`src/rtl/color_fsm_scheduler.sv`:
```
// Round-robin scheduler that shares one Blue/Red colour FSM between two
// requesters, issuing toggles and confirming the result with timeout/retry.
module color_fsm_scheduler #(
  parameter int unsigned TIMEOUT_CYCLES = 4,
  parameter int unsigned MAX_RETRIES    = 2
) (
  input  logic       clk,
  input  logic       rst,
  input  logic [1:0] req,
  input  logic [1:0] target,
  input  logic [1:0] fsm_out,
  output logic [1:0] fsm_in,
  output logic       busy,
  output logic       gnt_id,
  output logic [1:0] done,
  output logic       err
);

  localparam int unsigned WW = $clog2(TIMEOUT_CYCLES) + 1;

  localparam logic [1:0] C_BLUE = 2'h1;
  localparam logic [1:0] C_RED  = 2'h2;
  localparam logic [1:0] CMD_TG = 2'h1;
  localparam logic [1:0] CMD_NP = 2'h2;

  typedef enum logic [1:0] {
    S_IDLE,
    S_ISSUE,
    S_WAIT,
    S_DONE
  } state_e;

  state_e          state_q, state_d;
  logic            gnt_q, gnt_d;
  logic            tgt_q, tgt_d;
  logic            err_q, err_d;
  logic            rr_q, rr_d;
  logic [2:0]      retry_q, retry_d;
  logic [WW-1:0]   wait_q, wait_d;

  logic            sel;
  logic [1:0]      sel_code;
  logic [1:0]      tgt_code;
  logic            last_wait;

  always_ff @(posedge clk) begin
    if (rst) begin
      state_q <= S_IDLE;
      gnt_q   <= 1'b0;
      tgt_q   <= 1'b0;
      err_q   <= 1'b0;
      rr_q    <= 1'b0;
      retry_q <= '0;
      wait_q  <= '0;
    end else begin
      state_q <= state_d;
      gnt_q   <= gnt_d;
      tgt_q   <= tgt_d;
      err_q   <= err_d;
      rr_q    <= rr_d;
      retry_q <= retry_d;
      wait_q  <= wait_d;
    end
  end

  // Both requesting: honour the round-robin pointer.
  assign sel       = (req == 2'b11) ? rr_q : req[1];
  assign sel_code  = target[sel] ? C_RED : C_BLUE;
  assign tgt_code  = tgt_q ? C_RED : C_BLUE;
  assign last_wait = (wait_q == WW'(TIMEOUT_CYCLES - 1));

  always_comb begin
    state_d = state_q;
    gnt_d   = gnt_q;
    tgt_d   = tgt_q;
    err_d   = err_q;
    rr_d    = rr_q;
    retry_d = retry_q;
    wait_d  = wait_q;
    unique case (state_q)
      S_IDLE: begin
        err_d = 1'b0;
        if (|req) begin
          gnt_d   = sel;
          tgt_d   = target[sel];
          retry_d = '0;
          if (fsm_out == sel_code) state_d = S_DONE;
          else                     state_d = S_ISSUE;
        end
      end
      S_ISSUE: begin
        wait_d  = '0;
        state_d = S_WAIT;
      end
      S_WAIT: begin
        if (fsm_out == tgt_code) begin
          err_d   = 1'b0;
          state_d = S_DONE;
        end else if (last_wait) begin
          if (retry_q < 3'(MAX_RETRIES)) begin
            retry_d = retry_q + 3'd1;
            state_d = S_ISSUE;
          end else begin
            err_d   = 1'b1;
            state_d = S_DONE;
          end
        end else begin
          wait_d = wait_q + WW'(1);
        end
      end
      S_DONE: begin
        rr_d    = ~gnt_q;
        state_d = S_IDLE;
      end
      default: state_d = S_IDLE;
    endcase
  end

  assign fsm_in = (state_q == S_ISSUE) ? CMD_TG : CMD_NP;
  assign busy   = (state_q != S_IDLE);
  assign gnt_id = gnt_q;
  assign done   = (state_q != S_DONE) ? 2'b00 :
                  (gnt_q ? 2'b10 : 2'b01);
  assign err    = (state_q == S_DONE) & err_q;

endmodule

```
`config.mk`:
```
export PLATFORM = sky130hd
export DESIGN_NAME = color_fsm_scheduler
export DESIGN_NICKNAME = d
export VERILOG_FILES = /design/src/rtl/color_fsm_scheduler.sv
export SDC_FILE = /design/constraint.sdc
export NUM_CORES = 1
export LEC_CHECK = 0
export CAP_MARGIN = 20
export CORE_MARGIN = 2
export CORE_UTILIZATION = 48
export CTS_CLUSTER_SIZE = 16
export DETAILED_ROUTE_END_ITERATION = 12
export GPL_ROUTABILITY_DRIVEN = 0
export HOLD_SLACK_MARGIN = 0.05
export PLACE_DENSITY_LB_ADDON = 0.3
export SETUP_SLACK_MARGIN = 0.1
export SYNTH_ARGS = -nofsm -noshare
export SYNTH_HDL_FRONTEND = slang
export SYNTH_SLANG_ARGS = --single-unit
```
`constraint.sdc`:
```
create_clock -name clk -period 2 [get_ports clk]
set_input_delay 0.4 -clock clk [delete_from_list [all_inputs] [get_ports clk]]
set_output_delay 0.4 -clock clk [all_outputs]
set_load 0.05 [all_outputs]
```
==> flow_summary.yaml <==
run_status:
  status: "complete, no violations"
timing:
  max_freq_ghz: 0.555
  drv_slew: 0
  slew_headroom_pct: 67.7
  hold_viol: 0
  finalHoldWorstSlack_ns: 0.472
  finalSetupTns_ns: 0
  fin_crit_sh_pct: 90.1
  clock_skew_ns: 0.00515
  fin_crit_ns: 1.80
  worstMarginPinSlew_ns: 0.486
  rsz0062_at_grt: "false"
  setup_viol_count_final: 0
cells_and_area:
  final_cells: 113
  drive_gt1_share_pct: 23.5
  design_area_um2: 947
  final_common_cell: "dfxtp_1"
  syn2layout_area_growth_pct: 35.2
  fillCellCount: 106
  num_antenna_cells: 0
  layout.nets: 111
  layout_common_cells: "dfxtp_1 (11), nor2_1 (8), clkdlybuf4s50_1 (7)"
min_path:
  worstHoldPathType: "reg2reg"
  whs_path_depth: 2
critical_path:
  path_class: "reg2out"
  cp-endpoint: "done[0]"
  arrival_ns: 1.40
  path_max_fanout: 10
  rr_worst_depth: 5
  slowest_delay_ns: 0.57
  start_kind: "flop"
  reg2reg_slack_ns: 0.34
  cp_top_family: "flip-flops"
  cp-startpoint: "state_q[0]"
  crit_path_end_kind: "primary output"
  cp_data_required_time_ns: 1.60
  worst-path-buf-inv: 2
  rr_endpoint: "retry_q[0]"
  crit_chain: "inv_2, nor3_2, buf_12"
  crit_cells: 3
  slowest_stage: "dfxtp_1"
  r2r-start: "wait_q[0]"
logic_synthesis:
  synth_fa_ha_area_share_pct: 5.36
  syn_area_um2: 701
  syn_nets: 91
  synthCells: 80
  synth_top_family_by_area: "simple AND/OR/NAND/NOR gates"
  ys_async_sr_fraction_pct: 0
  synth_flop_cell: "dfxtp_1"
  seq_area_frac_synth_pct: 34.3
  synth_xor_area_share_pct: 0
  ys_seq_elements: 12
  synth-compound-area-share_pct: 14.6
  synth-simple-area-share_pct: 35.7
  yosysWarnings: 0
  syn_avg_cell_area_um2: 8.76
  synth_edf_count: 0
  synthMuxAreaShare_pct: 3.04
  ys_types: 40
die:
  core_area_um2: 1330
  die_w_um: 42.2
  boundaryPins: 15
  die-height_um: 42.2
  num_rows: 13
  dieArea_um2: 1780
  start_util_pct: 52.5
power:
  power_leakage_nw: 0.369
  power_per_cell_area_nw_per_um2: 743
  irDropWorstVdd_v: 0.000486
cts:
  clock_latency_ns: 0.27
  tritoncts: "yes"
  clk_pin_slew_ns: 0.07
  htree_levels: 1
  root_buffer: "clkbuf_4"
  numClockSinks: 12
  post_cts_buffers: 0
  cts_buffer_depth: 2
  cts-buffers-inserted: 3
global_routing:
  grt_max_degree: 16
  antenna_found_initial: 0
  grt-ovfl-total: 0
  grt_pass1_wl_um: 2520
  grt_pass1_vias: 602
  track_usage_pct: 17.9
routing:
  drt-initial-drc-count: 23
  ant_nets: 0
  drtPass1Iterations: 5
  wl_per_cell_um: 13.6
  drc: 0
  num_vias: 679
  wl_um: 1540
  avgViaCountPerCell: 6.01
placed_design:
  dp_hpwl_um: 1150
  dp.cells: 110
  port_buffers: 14
  placed_area_um2: 925
run:
  cap_violations: 0
-- worst min-delay path by stage --
stage	from	end	slack (ns)
after detailed placement	wait_q[2]	wait_q[2]	0.47
after global placement	wait_q[2]	wait_q[2]	0.45
after CTS	wait_q[2]	wait_q[2]	0.48
after floorplan	wait_q[2]	wait_q[2]	0.45
after global routing	wait_q[2]	wait_q[2]	0.49
final	wait_q[2]	wait_q[2]	0.47
-- cell usage after synthesis (all sizes together), types with 3 or more instances --
library cell / number / area, um^2
dfxtp: 12 / 240
nor2: 9 / 41.3
inv: 6 / 22.5
nor3: 6 / 35.0
nand3: 4 / 20.0
a21oi: 3 / 15.0
ha: 3 / 37.5
nand2b: 3 / 21.3
nor3b: 3 / 22.5
-- flip-flops by register name, indices dropped and copies added (netlist names) --
name	count
err_q	1
gnt_id	1
retry_q	3
rr_q	1
state_q	2
tgt_q	1
wait_q	3
-- metal layers --
layer / track usage, % / vias to the layer above / part of all wire, %
met3: 3.02 / 6 / 6.1
met1: 25.1 / 312 / 46
li1: - / 332 / -
met5: 0 / - / 0
met4: 3.75 / 0 / 1.2
met2: 28.6 / 29 / 47
-- worst min-delay path, delay by kind of cell (launching register included) --
kind            cells  cell delay, ns
compound gates      1            0.06
simple gates        1            0.06
flops               1            0.31
-- kinds of logic (layout without fill, tap and decap cells) --
kind of cell	count (synthesis)	count (layout)
simple gates	39	39
compound gates	14	14
flops	12	12
buf+inv	10	28
fa+ha+maj	3	3
mux	2	2
-- through the flow --
step / power (mW) / worst slack [ns] / utilization (%)
final: 0.704 / 0.199 / 71.0
after global routing: 0.730 / 0.131 / 71.0
after CTS: 0.698 / 0.118 / 70.9
after detailed placement: 0.557 / 0.0249 / 69.3
after global placement: 0.552 / 0.0679 / 69.3
after floorplan: 0.457 / 0.365 / -
-- final cells by class --
type                       instances  area, um^2  share of cell area (%)
inverter                           7        26.3                    2.77
sequential                        12         241                    25.5
tap                               15        18.8                    1.98
timing repair buffer              18         216                    22.9
multi-input combinational         58         422                    44.5
clock buffer                       3        22.5                    2.38
-- power by group --
part / leakage, nW / switching, mW / internal, mW
logic: 0.257 / 0.148 / 0.114
clock network: 0.0138 / 0.0795 / 0.0696
registers: 0.0980 / 0.0343 / 0.258
-- what timing repair did --
item,CTS,global route
hold buffers,0,0
gates resized for setup,1,1
setup endpoints to repair,1,2
(Power assumes the default switching activity.)
